$ cat config.mk
export PLATFORM = sky130hd
export DESIGN_NAME = simple_rw_arbiter
export DESIGN_NICKNAME = d
export VERILOG_FILES = /design/src/rtl/simple_arb_pkg.sv /design/src/rtl/simple_arb_parity_chk.sv /design/src/rtl/simple_rw_arbiter.sv
export SDC_FILE = /design/constraint.sdc
export NUM_CORES = 1
export LEC_CHECK = 0
export ABC_AREA = 1
export BUFFER_PORTS_ARGS = -buffer_cell sky130_fd_sc_hd__clkbuf_2
export CORE_AREA = 2 2 150 152
export CTS_BUF_LIST = sky130_fd_sc_hd__clkbuf_2 sky130_fd_sc_hd__clkbuf_4 sky130_fd_sc_hd__clkbuf_8
export DETAILED_ROUTE_END_ITERATION = 8
export DIE_AREA = 0 0 152 154
export HOLD_SLACK_MARGIN = 0.1
export PLACE_DENSITY = 0.64
export SYNTH_ARGS = -nofsm -noshare
export SYNTH_HDL_FRONTEND = slang
export SYNTH_SLANG_ARGS = --single-unit
$ cat constraint.sdc
create_clock -name ACLK -period 1.6 [get_ports ACLK]
set_clock_uncertainty 0.05 [all_clocks]
set_input_delay 0.32 -clock ACLK [delete_from_list [all_inputs] [get_ports ACLK]]
set_output_delay 0.32 -clock ACLK [all_outputs]
set_load 0.005 [all_outputs]
$ cat src/rtl/simple_arb_pkg.sv
// Shared definitions for the simple_rw_arbiter slice: FSM state encodings,
// round-robin grant identifiers and the even-parity helper.
package simple_arb_pkg;

  typedef logic [2:0] state_t;

  localparam state_t ST_IDLE    = 3'd0;
  localparam state_t ST_WR      = 3'd1;
  localparam state_t ST_RD_REQ  = 3'd2;
  localparam state_t ST_RD_WAIT = 3'd3;
  localparam state_t ST_RD_RESP = 3'd4;

  localparam logic GRANT_WR = 1'b0;
  localparam logic GRANT_RD = 1'b1;

  // Widest field the parity helper accepts; callers zero-extend into it.
  localparam int PAR_MAX_W = 256;

  // Even parity of a field: XOR of all bits (zero padding does not change it).
  function automatic logic even_parity(input logic [PAR_MAX_W-1:0] v);
    return ^v;
  endfunction

endpackage

$ cat src/rtl/simple_arb_parity_chk.sv
// Parity checker for accepted beats of simple_rw_arbiter. Flags a beat as
// errored on a parity mismatch or when fault injection is active, and keeps
// a sticky error flag that a set request wins over a simultaneous clear.
// Only instantiated when SIMPLE_ARB_PARITY_CHK_EN is defined.
module simple_arb_parity_chk
  import simple_arb_pkg::*;
#(
  parameter int ADDR_W = 32,
  parameter int DATA_W = 64
) (
  input  logic              clk,
  input  logic              rst_n,
  input  logic              wr_accept,
  input  logic              rd_accept,
  input  logic [ADDR_W-1:0] waddr,
  input  logic [DATA_W-1:0] wdata,
  input  logic [ADDR_W-1:0] raddr,
  input  logic              waddr_parity,
  input  logic              wdata_parity,
  input  logic              raddr_parity,
  input  logic              enerr,
  input  logic              fierr,
  input  logic              err_clr,
  output logic              beat_err,
  output logic              err,
  output logic              err_b
);

  logic wr_mismatch_s;
  logic rd_mismatch_s;
  logic err_r;

  // Compare received parity bits against the recomputed field parity.
  always_comb begin
    wr_mismatch_s = (even_parity(PAR_MAX_W'(waddr)) != waddr_parity) |
                    (even_parity(PAR_MAX_W'(wdata)) != wdata_parity);
    rd_mismatch_s = (even_parity(PAR_MAX_W'(raddr)) != raddr_parity);
    beat_err      = (wr_accept & (wr_mismatch_s | fierr)) |
                    (rd_accept & (rd_mismatch_s | fierr));
  end

  // Sticky error flag: set on a reported beat error, cleared by err_clr.
  always_ff @(posedge clk) begin
    if (!rst_n) begin
      err_r <= 1'b0;
    end else if (beat_err && enerr) begin
      err_r <= 1'b1;
    end else if (err_clr) begin
      err_r <= 1'b0;
    end else begin
      err_r <= err_r;
    end
  end

  assign err   = err_r;
  assign err_b = ~err_r;

endmodule

$ cat src/rtl/simple_rw_arbiter.sv
// simple_rw_arbiter: shares a single-port memory between a write channel and
// a read channel with round-robin arbitration, sequences memory request,
// read latency and response, and counts completed transactions on STATUS.
// Optional beat parity checking is built when SIMPLE_ARB_PARITY_CHK_EN is
// defined; otherwise parity inputs are ignored and error outputs are idle.
module simple_rw_arbiter
  import simple_arb_pkg::*;
#(
  parameter int ADDR_W  = 32,
  parameter int DATA_W  = 64,
  parameter int MEM_LAT = 1
) (
  input  logic              ACLK,
  input  logic              RESETN_ACLK,
  input  logic              WADDR_VALID,
  input  logic [ADDR_W-1:0] WADDR_DATA,
  output logic              WADDR_READY,
  input  logic              WDATA_VALID,
  input  logic [DATA_W-1:0] WDATA_DATA,
  output logic              WDATA_READY,
  input  logic              RADDR_VALID,
  input  logic [ADDR_W-1:0] RADDR_DATA,
  output logic              RADDR_READY,
  output logic              RDATA_VALID,
  output logic [DATA_W-1:0] RDATA_DATA,
  input  logic              RDATA_READY,
  output logic              MEM_REQ,
  output logic              MEM_WE,
  output logic [ADDR_W-1:0] MEM_ADDR,
  output logic [DATA_W-1:0] MEM_WDATA,
  input  logic [DATA_W-1:0] MEM_RDATA,
  output logic [7:0]        STATUS,
  input  logic              WADDR_PARITY,
  input  logic              WDATA_PARITY,
  input  logic              RADDR_PARITY,
  input  logic              ENERR_PARITY,
  input  logic              FIERR_PARITY,
  input  logic              ERR_CLR,
  output logic              ERR_PARITY,
  output logic              ERR_PARITY_B,
  output logic              RDATA_PARITY
);

  localparam logic [2:0] LAT_C = 3'(MEM_LAT);

  state_t            state_r;
  state_t            state_nxt_s;
  logic              last_grant_r;
  logic [ADDR_W-1:0] addr_r;
  logic [DATA_W-1:0] wdata_r;
  logic [DATA_W-1:0] rdata_r;
  logic [2:0]        wait_cnt_r;
  logic [7:0]        status_r;
  logic              rd_err_r;

  logic wr_cand_s;
  logic rd_cand_s;
  logic grant_wr_s;
  logic grant_rd_s;
  logic rd_done_s;
  logic rd_hs_s;
  logic beat_err_s;

  // Round-robin grant in IDLE; a write needs both address and data valid.
  always_comb begin
    wr_cand_s = (state_r == ST_IDLE) & WADDR_VALID & WDATA_VALID;
    rd_cand_s = (state_r == ST_IDLE) & RADDR_VALID;
    if (wr_cand_s && rd_cand_s) begin
      grant_wr_s = (last_grant_r == GRANT_RD);
      grant_rd_s = (last_grant_r == GRANT_WR);
    end else begin
      grant_wr_s = wr_cand_s;
      grant_rd_s = rd_cand_s;
    end
    rd_done_s = (state_r == ST_RD_WAIT) && (wait_cnt_r == LAT_C);
    rd_hs_s   = (state_r == ST_RD_RESP) && RDATA_READY;
  end

  // Next-state decode; errored beats skip the memory access.
  always_comb begin
    state_nxt_s = state_r;
    case (state_r)
      ST_IDLE: begin
        if (grant_wr_s) begin
          state_nxt_s = beat_err_s ? ST_IDLE : ST_WR;
        end else if (grant_rd_s) begin
          state_nxt_s = beat_err_s ? ST_RD_RESP : ST_RD_REQ;
        end else begin
          state_nxt_s = ST_IDLE;
        end
      end
      ST_WR:      state_nxt_s = ST_IDLE;
      ST_RD_REQ:  state_nxt_s = ST_RD_WAIT;
      ST_RD_WAIT: state_nxt_s = rd_done_s ? ST_RD_RESP : ST_RD_WAIT;
      ST_RD_RESP: state_nxt_s = RDATA_READY ? ST_IDLE : ST_RD_RESP;
      default:    state_nxt_s = ST_IDLE;
    endcase
  end

  // FSM state register.
  always_ff @(posedge ACLK) begin
    if (!RESETN_ACLK) begin
      state_r <= ST_IDLE;
    end else begin
      state_r <= state_nxt_s;
    end
  end

  // Capture the granted address/data and remember who was served last.
  always_ff @(posedge ACLK) begin
    if (!RESETN_ACLK) begin
      last_grant_r <= GRANT_RD;
      addr_r       <= '0;
      wdata_r      <= '0;
    end else if (grant_wr_s) begin
      last_grant_r <= GRANT_WR;
      addr_r       <= WADDR_DATA;
      wdata_r      <= WDATA_DATA;
    end else if (grant_rd_s) begin
      last_grant_r <= GRANT_RD;
      addr_r       <= RADDR_DATA;
      wdata_r      <= wdata_r;
    end else begin
      last_grant_r <= last_grant_r;
      addr_r       <= addr_r;
      wdata_r      <= wdata_r;
    end
  end

  // Count read latency cycles; the first RD_WAIT cycle is count 1.
  always_ff @(posedge ACLK) begin
    if (!RESETN_ACLK) begin
      wait_cnt_r <= 3'd0;
    end else if (state_r == ST_RD_REQ) begin
      wait_cnt_r <= 3'd1;
    end else if (state_r == ST_RD_WAIT) begin
      wait_cnt_r <= wait_cnt_r + 3'd1;
    end else begin
      wait_cnt_r <= wait_cnt_r;
    end
  end

  // Read response register: memory data when latency expires, zero on an errored read.
  always_ff @(posedge ACLK) begin
    if (!RESETN_ACLK) begin
      rdata_r  <= '0;
      rd_err_r <= 1'b0;
    end else if (grant_rd_s) begin
      rdata_r  <= beat_err_s ? '0 : rdata_r;
      rd_err_r <= beat_err_s;
    end else if (rd_done_s) begin
      rdata_r  <= MEM_RDATA;
      rd_err_r <= rd_err_r;
    end else begin
      rdata_r  <= rdata_r;
      rd_err_r <= rd_err_r;
    end
  end

  // Completed-transaction counter: memory writes and good read handshakes.
  always_ff @(posedge ACLK) begin
    if (!RESETN_ACLK) begin
      status_r <= 8'd0;
    end else if ((state_r == ST_WR) || (rd_hs_s && !rd_err_r)) begin
      status_r <= status_r + 8'd1;
    end else begin
      status_r <= status_r;
    end
  end

  assign WADDR_READY = grant_wr_s;
  assign WDATA_READY = grant_wr_s;
  assign RADDR_READY = grant_rd_s;
  assign RDATA_VALID = (state_r == ST_RD_RESP);
  assign RDATA_DATA  = rdata_r;
  assign MEM_REQ     = (state_r == ST_WR) || (state_r == ST_RD_REQ);
  assign MEM_WE      = (state_r == ST_WR);
  assign MEM_ADDR    = addr_r;
  assign MEM_WDATA   = wdata_r;
  assign STATUS      = status_r;

`ifdef SIMPLE_ARB_PARITY_CHK_EN
  simple_arb_parity_chk #(
    .ADDR_W (ADDR_W),
    .DATA_W (DATA_W)
  ) u_parity_chk (
    .clk          (ACLK),
    .rst_n        (RESETN_ACLK),
    .wr_accept    (grant_wr_s),
    .rd_accept    (grant_rd_s),
    .waddr        (WADDR_DATA),
    .wdata        (WDATA_DATA),
    .raddr        (RADDR_DATA),
    .waddr_parity (WADDR_PARITY),
    .wdata_parity (WDATA_PARITY),
    .raddr_parity (RADDR_PARITY),
    .enerr        (ENERR_PARITY),
    .fierr        (FIERR_PARITY),
    .err_clr      (ERR_CLR),
    .beat_err     (beat_err_s),
    .err          (ERR_PARITY),
    .err_b        (ERR_PARITY_B)
  );

  assign RDATA_PARITY = even_parity(PAR_MAX_W'(rdata_r));
`else
  logic unused_parity_s;

  assign unused_parity_s = ^{WADDR_PARITY, WDATA_PARITY, RADDR_PARITY,
                             ENERR_PARITY, FIERR_PARITY, ERR_CLR};
  assign beat_err_s      = 1'b0;
  assign ERR_PARITY      = 1'b0;
  assign ERR_PARITY_B    = 1'b1;
  assign RDATA_PARITY    = 1'b0;
`endif

endmodule

# Word-level counts from Yosys, hierarchy flattened
# Cells that the tools add are included.
# Widths: inputs -> output; s select.
dict set report op_classes {
  addsub 2
  eq_ne 5
  muxes 13
  bitwise 6
  n_reduce_logical 10
}
# cell count
set op_table {}
lappend op_table {{$mux 32} 2}
lappend op_table {{$pmux 3 s4} 1}
lappend op_table {{$add 8x1->8 const B} 1}
lappend op_table {{$eq 3x1->1 const B} 2}
lappend op_table {{$eq 3x2->1 const B} 2}
lappend op_table {{$mux 1} 6}
lappend op_table {{$mux 3} 2}
lappend op_table {{$mux 2} 2}
lappend op_table {{$reduce_bool 2->1} 2}
lappend op_table {{$add 3x1->3 const B} 1}
lappend op_table {{$and 1x1->1} 3}
lappend op_table {{$eq 3x3->1 const B} 1}
lappend op_table {{$logic_and 1x1->1} 3}
lappend op_table {{$logic_not 3->1} 1}
lappend op_table {{$not 1->1} 3}
lappend op_table {{$logic_or 1x1->1} 2}
lappend op_table {{$reduce_and 2->1} 1}
lappend op_table {{$reduce_or 2->1} 1}
dict set report word_totals {
  register_bits 175
  out_inout_bits 177
  word_cells 44
}

# Longest topological paths before layout
dict set report depth {
  word_depth 8
  depth_mapped 10
  depth_no_buf 9
}

# Worst setup path after synthesis
# OpenSTA, ideal clock, no wires.
dict set report synth_timing {
  kind {register -> output}
  start {reg state_r[1]}
  end {out WDATA_READY}
  arrival_ps 1085
  required_time_ps 1230
  slack_ps 145
  path_stages_with_launch 6
  path_buffers 2
  path_cell_list {dfxtp_1 -> nor2_4 -> nand4_4 -> inv_2 -> buf_2 -> buf_4}
}
dict set report synth_between {
  elab_chain_cells 5
}
# element line_no
set synth_rtl {}
lappend synth_rtl {{from (decl)} simple_rw_arbiter.sv:46} ;# state_t state_r;
lappend synth_rtl {{from (signal assigned)} simple_rw_arbiter.sv:105} ;# state_r <= state_nxt_s;
lappend synth_rtl {{$logic_not 3->1 *} {simple_rw_arbiter.sv:66, simple_rw_arbiter.sv:67}}
lappend synth_rtl {{$and 1x1->1 (2 in a row)} simple_rw_arbiter.sv:66} ;# wr_cand_s = (state_r == ST_IDLE) & WADDR_VALID & WDATA_VALID;
lappend synth_rtl {{$logic_and 1x1->1} simple_rw_arbiter.sv:68} ;# if (wr_cand_s && rd_cand_s) begin
lappend synth_rtl {{$mux 1 *} simple_rw_arbiter.sv:68}
lappend synth_rtl {{to (decl)} simple_rw_arbiter.sv:20} ;# output logic WDATA_READY,
# Every way passes the cells marked *; elsewhere a longest branch is shown, timed or not.

# Worst setup path in the final report
dict set report layout_timing {
  start {reg state_r[1]}
  end {out RADDR_READY}
}
dict set report layout_between {
  elab_chain_cells 5
}
# element line_no
set layout_rtl {}
lappend layout_rtl {{$logic_not 3->1 *} {simple_rw_arbiter.sv:66, simple_rw_arbiter.sv:67}}
lappend layout_rtl {{$and 1x1->1 (2 in a row)} simple_rw_arbiter.sv:66}
lappend layout_rtl {{$logic_and 1x1->1} simple_rw_arbiter.sv:68}
lappend layout_rtl {{$mux 1 *} simple_rw_arbiter.sv:68}
lappend layout_rtl {{to (decl)} simple_rw_arbiter.sv:23} ;# output logic RADDR_READY,
# Marks and branches as above.

==> implementation parameters <==
Parameter                              Value

Detailed routing
  Wire length per cell after detailed routing ... 15.9 µm
  Number of nets with antenna violations after detailed routing ... 0
  First DRT Iteration DRCs ... between 400 and 500
  DRC violations left ... 0
  Final WL ... slightly below 30000 µm
  Vias/cell ... 4.74
  Detailed Routing Iterations Pass 1 ... 7
  Overall via count from detail_route ... 8645

GRT
  Maximum number of pins on one net before global-route repair ... 50
  Total overflow reported by the global router ... 0
  Vias in the first global route ... approximately 8.2k
  Wire length of the first global-routing pass ... 40300 µm
  Global routing usage summed across all routing layers ... 20.9%
  Number of antenna violations at the first check in global routing ... 0

Pwr
  Max IR drop VDD ... 538 µV
  Net switching power figure ... roughly 3.3 mW
  Fraction of power consumed by sequential logic ... 46.1%
  Power density over the cells ... 829 nW/µm²
  Sw Share ... a little under a third
  Overall Power ... 10.4 mW
  Leakage power summed over all cells ... between 6 and 7 nW
  Power share of the clock group ... 30.1%
  Cell internal power dissipation ... 7.15 mW
  Share of power burned in combinational logic ... roughly a quarter

Clock network
  Inserted Clock Buffers ... 17
  Clock root cell ... clkbuf_8
  H-Tree Level Count ... 4
  CTS tree ... built
  Clock-pin transition on the worst setup and hold timing paths ... 100 ps
  Buffer depth of the longest clock path ... 2
  Total clock sinks ... 175
  Worst skew pair latency ... 460 ps

Synthesis
  Area share of the largest cell type after synthesis ... around half
  Summed instance area of the synthesized netlist ... 7190 µm²
  Number of library cell types mapped by synthesis ... 30
  Yosys warning count ... 0
  Post-synthesis async set-or-reset flop share ... 0%
  Total of flip-flops plus latches after synthesis ... approximately 180
  Top cell types by occurrence after synthesis ... 258 x nor2_1, 175 x dfxtp_1, 123 x nand2_1
  Library cell with the highest instance count after synthesis ... nor2_1
  Syn Area/Cell ... between 7 and 8 µm²
  Cell types with the largest area share after synthesis ... dfxtp_1 49%, nor2_1 13%, o21ai_0 8.4%, nand2_1 6.4%, nand3_1 4.9%
  Area leader, netlist ... dfxtp_1
  Number of enable flip-flop cells after synthesis ... 0
  Post-synthesis sequential area ratio ... approximately 49%
  Synth Flop Type ... dfxtp_1
  Post-synthesis cell count ... 986

Layout
  Post-layout nets ... 1738
  Layout cell share with drive strength beyond 1 ... 40.2%
  Area used by multi-input combinational logic ... between 3000 and 4000 µm²
  Final Non-Filler Cells ... 1824
  Sequential cell area ... 3520 µm²
  Number of antenna diodes ... 0
  Layout overhead on the synthesized area ... 75.1%
  Number of filler cells placed in the layout ... 1820
  Area of all placed cells without fillers ... 12600 µm²

Worst setup path
  Startpoint type of the worst setup path ... register
  CP Launch Point ... state_r[1]$_SDFF_PN0_
  Data arrival time of the critical path ... 1440 ps
  Worst reg2reg setup slack ... -140 ps
  Capture point of the worst path ... RADDR_READY
  Critical R2R Launch ... state_r[1]$_SDFF_PN0_
  Critical R2R Capture ... MEM_ADDR[30]$_SDFFE_PN0P_
  Data required time of the critical path ... 1230 ps
  Maximum fanout along the worst path ... 3
  Number of cells on the worst reg-to-reg path ... 11
  Element type at the critical path end ... output pin
  Start-to-end type of the worst setup path ... register to output pin

Placed design
  Final estimated routing congestion in global placement ... between 0.8 and 0.9
  Final HPWL from detailed placement ... around 17000 µm
  Post-place instance area ... 9360 µm²
  Worst slack after detailed placement ... -30.9 ps
  Dpl cells ... 1605
  I/O Buffers ... 371

Floorplan
  DIE AREA ... around 23000 µm²
  Row count ... 54
  Floorplan die width ... 152 µm
  Core Region ... 21700 µm²
  Number of ports placed on the die boundary ... 381
  Die height ... 154 µm
  Effective utilization at floorplan ... ~33%

STA
  Setup-violating endpoint count in the final report ... 41
  Unrepaired setup endpoints after global routing ... yes
  Hold violation count in the final report ... 0
  Final Worst Setup Slack ... -214 ps
  Max_slew headroom ... 55.6%
  Hold Worst Slack ... 128 ps
  Part of the cycle the worst path needs ... 113%
  Final min period ... 1810 ps
  Max-slew violation total from the final report ... 0
  Transition time at the pin with the least slew margin ... between 600 and 700 ps
  Highest Clock Rate ... 0.551 GHz

Run status
  Run status ... finished, violations left
  Violated checks ... setup timing

Min path
  Min-Delay Path Class ... input port to register
  WHS Path Cells ... 5

Job
  Maxcap violations ... 0
metal layers:
layer	vias to the layer above	track usage [%]	share of wire, %
met2	414	37.5	51
met1	3959	24.2	38
li1	4200	-	-
met5	-	0	0
met4	0	7.79	3.5
met3	72	5.16	6.9
kinds of logic (layout without fill, tap and decap cells):
logic type,count (synthesis),count (layout),synth area share [%]
simple gates,504,504,30.3
flops,175,175,48.7
buf+inv,154,711,9.89
compound gates,147,147,10.3
fa+ha+maj,3,3,0.522
other cells,2,3,0.104
xor+xnor,1,1,0.122
per-stage QoR:
step	TNS, ps	util, %
2_1_floorplan	0	-
3_3_place_gp	0	43.2
3_5_place_dp	-105	43.2
4_1_cts	-1150	52.7
5_1_grt	-8010	58.1
6_report	-3760	58.1
state kept, by name, summed over array words and instances (netlist names):
signal,flops
last_grant_r,1
RDATA_DATA,64
state_r,3
STATUS,8
MEM_ADDR,32
wait_cnt_r,3
MEM_WDATA,64
final cells by class:
cell class                      instances  share of cell area (%)
Timing Repair Buffer                  594                    34.4
Multi-Input combinational cell        658                    29.0
Sequential cell                       175                    27.9
Clock inverter                         13                    1.11
Inverter                               85                    2.67
Tap cell                              280                    2.78
Clock buffer                           19                    2.08
what timing repair did:
item | in CTS | in global routing
endpoints found under the hold margin | 153 | 0
gates resized for setup | 17 | 265
pin swaps | 3 | 85
hold buffers | 155 | 0
setup buffers | 9 | 12
cloned | 0 | 13
setup endpoints to repair | 22 | 138
power groups by stage:
stage / logic (mW) / clock network [mW] / registers, mW
finish: 2.49 / 3.15 / 4.81
global route: 2.72 / 3.41 / 4.84
CTS: 2.13 / 3.24 / 4.80
detailed placement: 1.76 / 0 / 4.89
global placement: 1.73 / 0 / 4.88
floorplan: 0.935 / 0 / 4.90
worst min path at each step:
stage                            endpoint                  startpoint  slack (ps)
2_1_floorplan  wait_cnt_r[2]$_SDFFE_PP0P_  wait_cnt_r[2]$_SDFFE_PP0P_         400
3_3_place_gp   MEM_WDATA[55]$_SDFFE_PN0N_  MEM_WDATA[55]$_SDFFE_PN0N_         410
3_5_place_dp   MEM_WDATA[41]$_SDFFE_PN0N_  MEM_WDATA[41]$_SDFFE_PN0N_         420
4_1_cts         MEM_ADDR[20]$_SDFFE_PN0P_              RADDR_DATA[20]         100
5_1_grt         MEM_ADDR[23]$_SDFFE_PN0P_              WADDR_DATA[23]         120
6_report        MEM_ADDR[23]$_SDFFE_PN0P_              WADDR_DATA[23]         130
worst max-delay path, stage by stage (launching register included):
cell     delay [ps]
dfxtp_4         370
nor2_4          160
buf_6           130
nand3_4          80
a21oi_4         120
buf_2           140
cell usage in the layout (no fill, tap or decap), drive strengths merged:
cell and n:
nand2 125, nand4 2, or2 1, o21ai 133, a211oi 1, inv 93, nand3b 32, o21a 1
clkbuf 393, dfxtp 175, a21oi 11, nand3 72, ha 3, clkinvlp 1, xnor2 1, clkinv 4
buf 65, o211ai 1, nor2 271, dlygate4sd3 155, nor3 1, conb 3
No activity file was read; power rests on OpenSTA's default activity.
